$ cat config.mk
export PLATFORM = sky130hd
export DESIGN_NAME = mod_4051_residue_accum
export DESIGN_NICKNAME = d
export VERILOG_FILES = /design/src/rtl/mod_4051_pkg.sv /design/src/rtl/mod_4051_add.sv /design/src/rtl/mod_4051_residue_accum.sv
export SDC_FILE = /design/constraint.sdc
export NUM_CORES = 1
export LEC_CHECK = 0
export BUFFER_PORTS_ARGS = -buffer_cell sky130_fd_sc_hd__buf_2
export CELL_PAD_IN_SITES_DETAIL_PLACEMENT = 1
export CELL_PAD_IN_SITES_GLOBAL_PLACEMENT = 1
export CORE_MARGIN = 5
export CORE_UTILIZATION = 25
export CTS_BUF_LIST = sky130_fd_sc_hd__clkbuf_16
export DETAILED_ROUTE_END_ITERATION = 8
export MAX_ROUTING_LAYER = met4
export PLACE_DENSITY_LB_ADDON = 0.1
export SYNTH_ARGS = -nofsm -noshare
export SYNTH_HDL_FRONTEND = slang
export SYNTH_SLANG_ARGS = --single-unit
$ cat constraint.sdc
create_clock -name clk -period 4.1 [get_ports clk]
set_input_delay 0.205 -clock clk [delete_from_list [all_inputs] [get_ports clk]]
set_output_delay 0.205 -clock clk [all_outputs]
set_load 0.02 [all_outputs]
$ cat src/rtl/mod_4051_pkg.sv
// Shared constants and types for the mod-4051 reduction datapath.
// The per-chunk residue LUT stage uses the same constants.
package mod_4051_pkg;

    localparam int MOD        = 4051;
    localparam int W          = 12;
    localparam int NUM_CHUNKS = 84;
    localparam int CNT_W      = 7;

    typedef logic [W-1:0] residue_t;

    typedef enum logic {
        ACCUM = 1'b0,
        DONE  = 1'b1
    } state_t;

endpackage

$ cat src/rtl/mod_4051_add.sv
// Combinational modular adder: y = (a + b) mod MOD.
// A single conditional subtract is enough whenever a + b < 2*MOD. This holds
// when both operands are already reduced. It also holds when b is 0 and a is
// any W-bit value, because 2^W - 1 < 2*MOD.
module mod_4051_add #(
    parameter int MOD = mod_4051_pkg::MOD,
    parameter int W   = mod_4051_pkg::W
) (
    input  logic [W-1:0] a,
    input  logic [W-1:0] b,
    output logic [W-1:0] y
);

    localparam logic [W:0] MOD_EXT = (W+1)'(MOD);

    logic [W:0]   sum_wide;
    logic [W-1:0] sum_sub;

    // Add with one guard bit, then subtract MOD once if the sum reached it.
    // When the subtract is taken the true difference is below MOD and fits in
    // W bits, so the low W bits of the subtraction are exact.
    always_comb begin
        sum_wide = {1'b0, a} + {1'b0, b};
        sum_sub  = sum_wide[W-1:0] - MOD_EXT[W-1:0];
        y        = (sum_wide >= MOD_EXT) ? sum_sub : sum_wide[W-1:0];
    end

endmodule

$ cat src/rtl/mod_4051_residue_accum.sv
// Running mod-4051 accumulator for the per-chunk residue LUT outputs.
// It accepts NUM_CHUNKS partial residues per operand and then presents the
// final residue until the downstream stage consumes it. chunk_idx tells the
// upstream mux which LUT to select next.
module mod_4051_residue_accum #(
    parameter int MOD        = mod_4051_pkg::MOD,
    parameter int W          = mod_4051_pkg::W,
    parameter int NUM_CHUNKS = mod_4051_pkg::NUM_CHUNKS,
    parameter int CNT_W      = mod_4051_pkg::CNT_W
) (
    input  logic             clk,
    input  logic             rst,
    input  logic [W-1:0]     in_residue,
    input  logic             in_valid,
    output logic             in_ready,
    output logic [CNT_W-1:0] chunk_idx,
    output logic [W-1:0]     out_residue,
    output logic             out_valid,
    input  logic             out_ready
);

    import mod_4051_pkg::*;

    localparam logic [CNT_W-1:0] LAST_IDX = CNT_W'(NUM_CHUNKS - 1);
    localparam logic [W-1:0]     ZERO     = '0;

    state_t           state_reg, state_next;
    logic [W-1:0]     acc_reg, acc_next;
    logic [W-1:0]     out_reg, out_next;
    logic [CNT_W-1:0] cnt_reg, cnt_next;

    // r is the raw LUT value brought below MOD; sum is acc + r mod MOD.
    logic [W-1:0]     norm_residue;
    logic [W-1:0]     sum_residue;

    // Adding zero reduces any W-bit input through the adder's single subtract.
    mod_4051_add #(.MOD(MOD), .W(W)) u_norm (
        .a (in_residue),
        .b (ZERO),
        .y (norm_residue)
    );

    mod_4051_add #(.MOD(MOD), .W(W)) u_accum (
        .a (acc_reg),
        .b (norm_residue),
        .y (sum_residue)
    );

    // State, accumulator, chunk counter and result register.
    always_ff @(posedge clk or posedge rst) begin
        if (rst) begin
            state_reg <= ACCUM;
            acc_reg   <= '0;
            cnt_reg   <= '0;
            out_reg   <= '0;
        end else begin
            state_reg <= state_next;
            acc_reg   <= acc_next;
            cnt_reg   <= cnt_next;
            out_reg   <= out_next;
        end
    end

    // Next-state logic. In ACCUM in_ready is 1, so in_valid alone means an
    // accept. The last chunk moves the sum into the result register. It also
    // clears acc, so chunk 0 of the next operand starts from zero.
    always_comb begin
        state_next = state_reg;
        acc_next   = acc_reg;
        cnt_next   = cnt_reg;
        out_next   = out_reg;
        case (state_reg)
            ACCUM: begin
                if (in_valid) begin
                    if (cnt_reg == LAST_IDX) begin
                        out_next   = sum_residue;
                        acc_next   = '0;
                        cnt_next   = '0;
                        state_next = DONE;
                    end else begin
                        acc_next   = sum_residue;
                        cnt_next   = cnt_reg + 1'b1;
                    end
                end
            end
            DONE: begin
                if (out_ready) begin
                    state_next = ACCUM;
                end
            end
            default: begin
                state_next = ACCUM;
            end
        endcase
    end

    // Handshake outputs decode only registered state.
    assign in_ready    = (state_reg == ACCUM);
    assign out_valid   = (state_reg == DONE);
    assign chunk_idx   = cnt_reg;
    assign out_residue = out_reg;

endmodule

# --- Word-level counts from Yosys, hierarchy flattened ---
# Cells that the tools add are included.
op_classes:
  order_cmp: 2
  muxes: 8
  n_shift: 0
  n_div: 0
  bitwise: 1
  reduce_logical: 2
  addsub: 4
  eq_ne: 1
  n_mul: 0
ops:
  columns: ["cell", "n"]
  rows:
  - ["$mux W12", 3]
  - ["$sub A12 B12 Y12 const B", 2]
  - ["$add A12 B12 Y13", 1]
  - ["$ge A13 B12 Y1 const B", 1]
  - ["$ge A12 B12 Y1 const B", 1]
  - ["$add A7 B1 Y7 const B", 1]
  - ["$eq A7 B7 Y1 const B", 1]
  - ["$mux W7", 1]
  - ["$mux W1", 3]
  - ["$reduce_and A3 Y1", 1]
  - ["$pmux W1 S2", 1]
  - ["$reduce_and A2 Y1", 1]
  - ["$not A1 Y1", 1]
word_totals:
  n_memories: 0
  mem_bits_ro: 0
  latch_bits: 0
  ramBits: 0
  reg_bits: 32
  elab_cells: 22

# --- Longest topological paths before layout ---
logic_depth:
  depth_word: 6
  ltp_mapped: 17

# --- Hierarchy ---
# Synthesis repeated with hierarchy kept, for this count alone.
hier_totals:
  hier_cells: 460
  hier_area_um2: 3817.4
by_module_without_submodules:
  columns: ["mod", "n_inst", "area_per_inst_um2", "cells_per_inst"]
  rows:
  - ["mod_4051_add (u_norm)", 1, 1352.5, 186]
  - ["mod_4051_residue_accum", 1, 1338.8, 122]
  - ["mod_4051_add (u_accum)", 1, 1126.1, 152]

# --- Worst setup path before layout ---
# No wires, ideal clock.
synth_path:
  kind: "input-to-reg"
  from: "input port in_residue[0]"
  to: "register acc_reg[1]"
  stages: 15
  t_arrival_ns: 3.547
  setup_slack_ns: 0.413
  path_cell_list: "ha_1 > o31ai_1 > a211oi_1 > nand2_1 > xnor2_1 > ha_1 > a21o_1 > a21oi_4 > a311oi_1 > or4_4 > a22oi_2 > a41o_2 > buf_6 > mux2i_1 > o22ai_1"
synth_via:
  elab_chain_cells: 6
synth_rtl:
  columns: ["element", "line", "text"]
  rows:
  - ["from (decl)", "mod_4051_residue_accum.sv:13", "input logic [W-1:0] in_residue,"]
  - ["$sub A12 B12 Y12 or $ge A12 B12 Y1 (tied branches)", "mod_4051_add.sv:24, mod_4051_add.sv:25", null]
  - ["$mux W12 *", "mod_4051_add.sv:25", "y = (sum_wide >= MOD_EXT) ? sum_sub : sum_wide[W-1:0];"]
  - ["$add A12 B12 Y13 *", "mod_4051_add.sv:23", "sum_wide = {1'b0, a} + {1'b0, b};"]
  - ["$sub A12 B12 Y12 or $ge A13 B12 Y1 (tied branches)", "mod_4051_add.sv:24, mod_4051_add.sv:25", null]
  - ["$mux W12 *", "mod_4051_add.sv:25", null]
  - ["$mux W12 *", "mod_4051_residue_accum.sv:75", "if (cnt_reg == LAST_IDX) begin"]
  - ["to (signal assigned)", "mod_4051_residue_accum.sv:58", "acc_reg <= acc_next;"]
  - ["to (decl)", "mod_4051_residue_accum.sv:28", "logic [W-1:0] acc_reg, acc_next;"]
# Every way passes the cells marked *; elsewhere a longest branch is shown, timed or not.
# A chain may end at the register's enable or synchronous reset.

# --- Worst setup path after layout ---
layout_path:
  from: "input port in_residue[0]"
  to: "register out_reg[2], in the netlist out_residue[2]"
layout_via:
  elab_chain_cells: 5
layout_rtl:
  columns: ["element", "line", "text"]
  rows:
  - ["$sub A12 B12 Y12 or $ge A12 B12 Y1 (tied branches)", "mod_4051_add.sv:24, mod_4051_add.sv:25", null]
  - ["$mux W12 *", "mod_4051_add.sv:25", null]
  - ["$add A12 B12 Y13 *", "mod_4051_add.sv:23", null]
  - ["$sub A12 B12 Y12 or $ge A13 B12 Y1 (tied branches)", "mod_4051_add.sv:24, mod_4051_add.sv:25", null]
  - ["$mux W12 *", "mod_4051_add.sv:25", null]
  - ["to (signal assigned)", "mod_4051_residue_accum.sv:60", "out_reg <= out_next;"]
  - ["to (decl)", "mod_4051_residue_accum.sv:29", "logic [W-1:0] out_reg, out_next;"]
# Marks and branches as above.

==> reports/qor.yml <==
critical_path:
  startpoint_type: "primary input"
  cp_max_fo: 10
  r2r-end: "out_residue[2]"
  path_buf_inv: 4
  rr_startpoint: "acc_reg[3]"
  crit_arrival_ns: 3.88
  critPathSlowestCell: "fa_1"
  crit_family: "compound AO/OA/AOI/OAI gates"
  critPathKind: "in2reg"
  crit_chain: "buf_2 -> ha_1 -> o31ai_1 -> a211oi_1 -> buf_4 -> xor2_1 -> ha_1 -> inv_1 -> fa_1 -> nand2b_1 -> a21oi_1 -> or4_1 -> o311ai_4 -> nor3_1 -> a41o_2 -> buf_4 -> a21oi_2 -> a211o_1"
  crit_cells: 18
  ff2ff_path_depth: 10
  crit_path_end_kind: "register"
  cp_slowest_stage_delay_ns: 0.39
  cp_data_required_time_ns: 4.26
  r2r_setup_slack_ns: 1.06
clocking:
  htree_num_levels: 2
  cts.reportedPaths.clkPinSlew_ns: 0.05
  cts_tree: "built"
  cts_root_buffer: "clkbuf_16"
  clk_latency_ns: 0.28
  postCtsHoldBufs: 0
  cts_buffer_depth: 2
  clock-sinks: 32
  cts_buffers: 5
routing:
  dr_wl_met3_um: 168
  drtPass1Iterations: 4
  wl_met2_mm: 3.43
  top_layer: "met4"
  wirelength_mm: 7.31
  viasPerCell: 4.98
  route.vias.total: 2319
  first_iter_violations: 108
  drc: 0
  wl_per_cell_um: 15.7
  antenna_left: 0
  m1WireLength_mm: 3.62
sta:
  setup_violations: 0
  slew_violations: 0
  worst_slack_ns: 0.384
  fmax_mhz: 269
  setup_tns_ns: 0
  finalCriticalPeriod_ns: 3.72
  fin_crit_sh_pct: 90.6
  slew_headroom_pct: 50.0
  finalHoldViolCount: 0
  holdWs_ns: 0.0156
  worst-slew-pin-transition_ns: 0.748
  fin_skew_ns: 0.00401
  rsz0062_at_grt: "false"
final_layout:
  post-route-util_pct: 31.1
  layout.nets: 364
  drive_above_1_share_pct: 21.9
  stdcell_count: 466
  area_growth_pct: 21.7
  n_antenna_cell: 0
yosys:
  synth.avg_cell_area_sq_um: 8.86
  synth_top_area_share_pct: 32.0
  synthDistinctLibCells: 54
  synthFlopType: "dfrtp_1"
  yosys_warnings: 0
  synth_area_sq_um: 2500
  synth_seq_cells: 32
  synthMostInstantiatedCell: "nand2_1"
  synthArstFlopShare_pct: 100
  synth_common_cells: "nand2_1, dfrtp_1, nand3_1"
  synth_edf_count: 0
  syn_inst: 282
  netlist_top_cells_area: "dfrtp_1, ha_1, nand2_1"
  synth_top_area_cell: "dfrtp_1"
  syn_nets: 314
  ys_seq_area_share_pct: 32.0
status:
  status: "completed"
grt:
  grt_pass1_wl_mm: 12.3
  overflow: 0
  grt_pass1_vias: 2474
  grtUsageTotal_pct: 13.3
  antenna_found_initial: 0
  grt_max_degree: 33
die:
  num_io_pins: 37
  num_rows: 36
  fp.coreArea_sq_um: 9770
  die_w_um: 110
  die_h_um: 110
  initial_core_util_pct: 25.6
  die_area_sq_um: 12100
hold_path:
  hold_class: "in2async"
run:
  max_cap_viol_count: 0
placement:
  routabilityCongestion: 0.748
  place_inst: 453
  dp_slack_ns: 0.0287
  detailedPlacementHpwl_mm: 5.69
  port_buffers: 36
pwr:
  power_density_nw_per_um2: 821
  ir_worst_vdd_uv: 244
  p_leak_uw: 0.00142
-- power by group --
part / switching, uW / internal (uW)
logic: 974 / 687
clock network: 136 / 218
registers: 78.4 / 404
total: 1190 / 1310
-- layout make-up --
type | count | area, sq um
Fill cell | 1214 | 6730
Multi-Input combinational cell | 231 | 1600
Sequential cell | 32 | 801
Timing Repair Buffer | 52 | 300
Tap cell | 133 | 166
Clock buffer | 5 | 125
Inverter | 10 | 37.5
Clock inverter | 3 | 11.3
-- worst max path at each step --
stage	start	to
2_1_floorplan	in_residue[0]	acc_reg[1]
3_3_place_gp	in_residue[0]	acc_reg[1]
3_5_place_dp	in_residue[0]	acc_reg[6]
4_1_cts	in_residue[0]	out_residue[6]
5_1_grt	in_residue[0]	out_residue[11]
6_report	in_residue[0]	out_residue[2]
-- cell usage in the layout, fill, tap and decap left out, types with 12 or more instances in the layout --
master | netlist | layout
buf_4 | 0 | 16
inv_1 | 10 | 12
nand2_1 | 41 | 41
a211o_1 | 13 | 13
buf_2 | 0 | 36
nand4_1 | 16 | 16
dfrtp_1 | 32 | 32
a21oi_1 | 14 | 14
ha_1 | 15 | 15
nand3_1 | 17 | 17
-- metal layers --
layer,up-vias,track usage (%)
met5,-,-
met4,0,3.74
met3,8,1.63
met2,31,21.8
met1,1128,17.4
li1,1152,-
-- cells by family after synthesis --
kind of cell	count (synthesis)	synth area share, %
DFF	32	32.0
xor gates and xnor gates	16	6.21
muxes	6	2.55
and+or+nand+nor	116	23.8
AOI/OAI and AO/OA	77	23.2
adders and majority gates	16	8.31
buffers and inverters	19	3.91
-- per-stage QoR --
stage | power [uW] | area [sq um]
final | 2500 | 3040
after global routing | 2720 | 3040
after CTS | 2480 | 3000
after detailed placement | 2100 | 2870
after global placement | 2090 | 2870
after floorplan | 1670 | 2500
-- tightest hold or removal path, delay by kind of cell --
kind     cells  cell delay [ns]
buf+inv      3             0.52
-- what timing repair did --
item                       in CTS  in global routing
setup endpoints to repair       0                  6
resized for setup               0                  0
setup buffers                   0                  5
No activity file was read; power rests on OpenSTA's default activity.
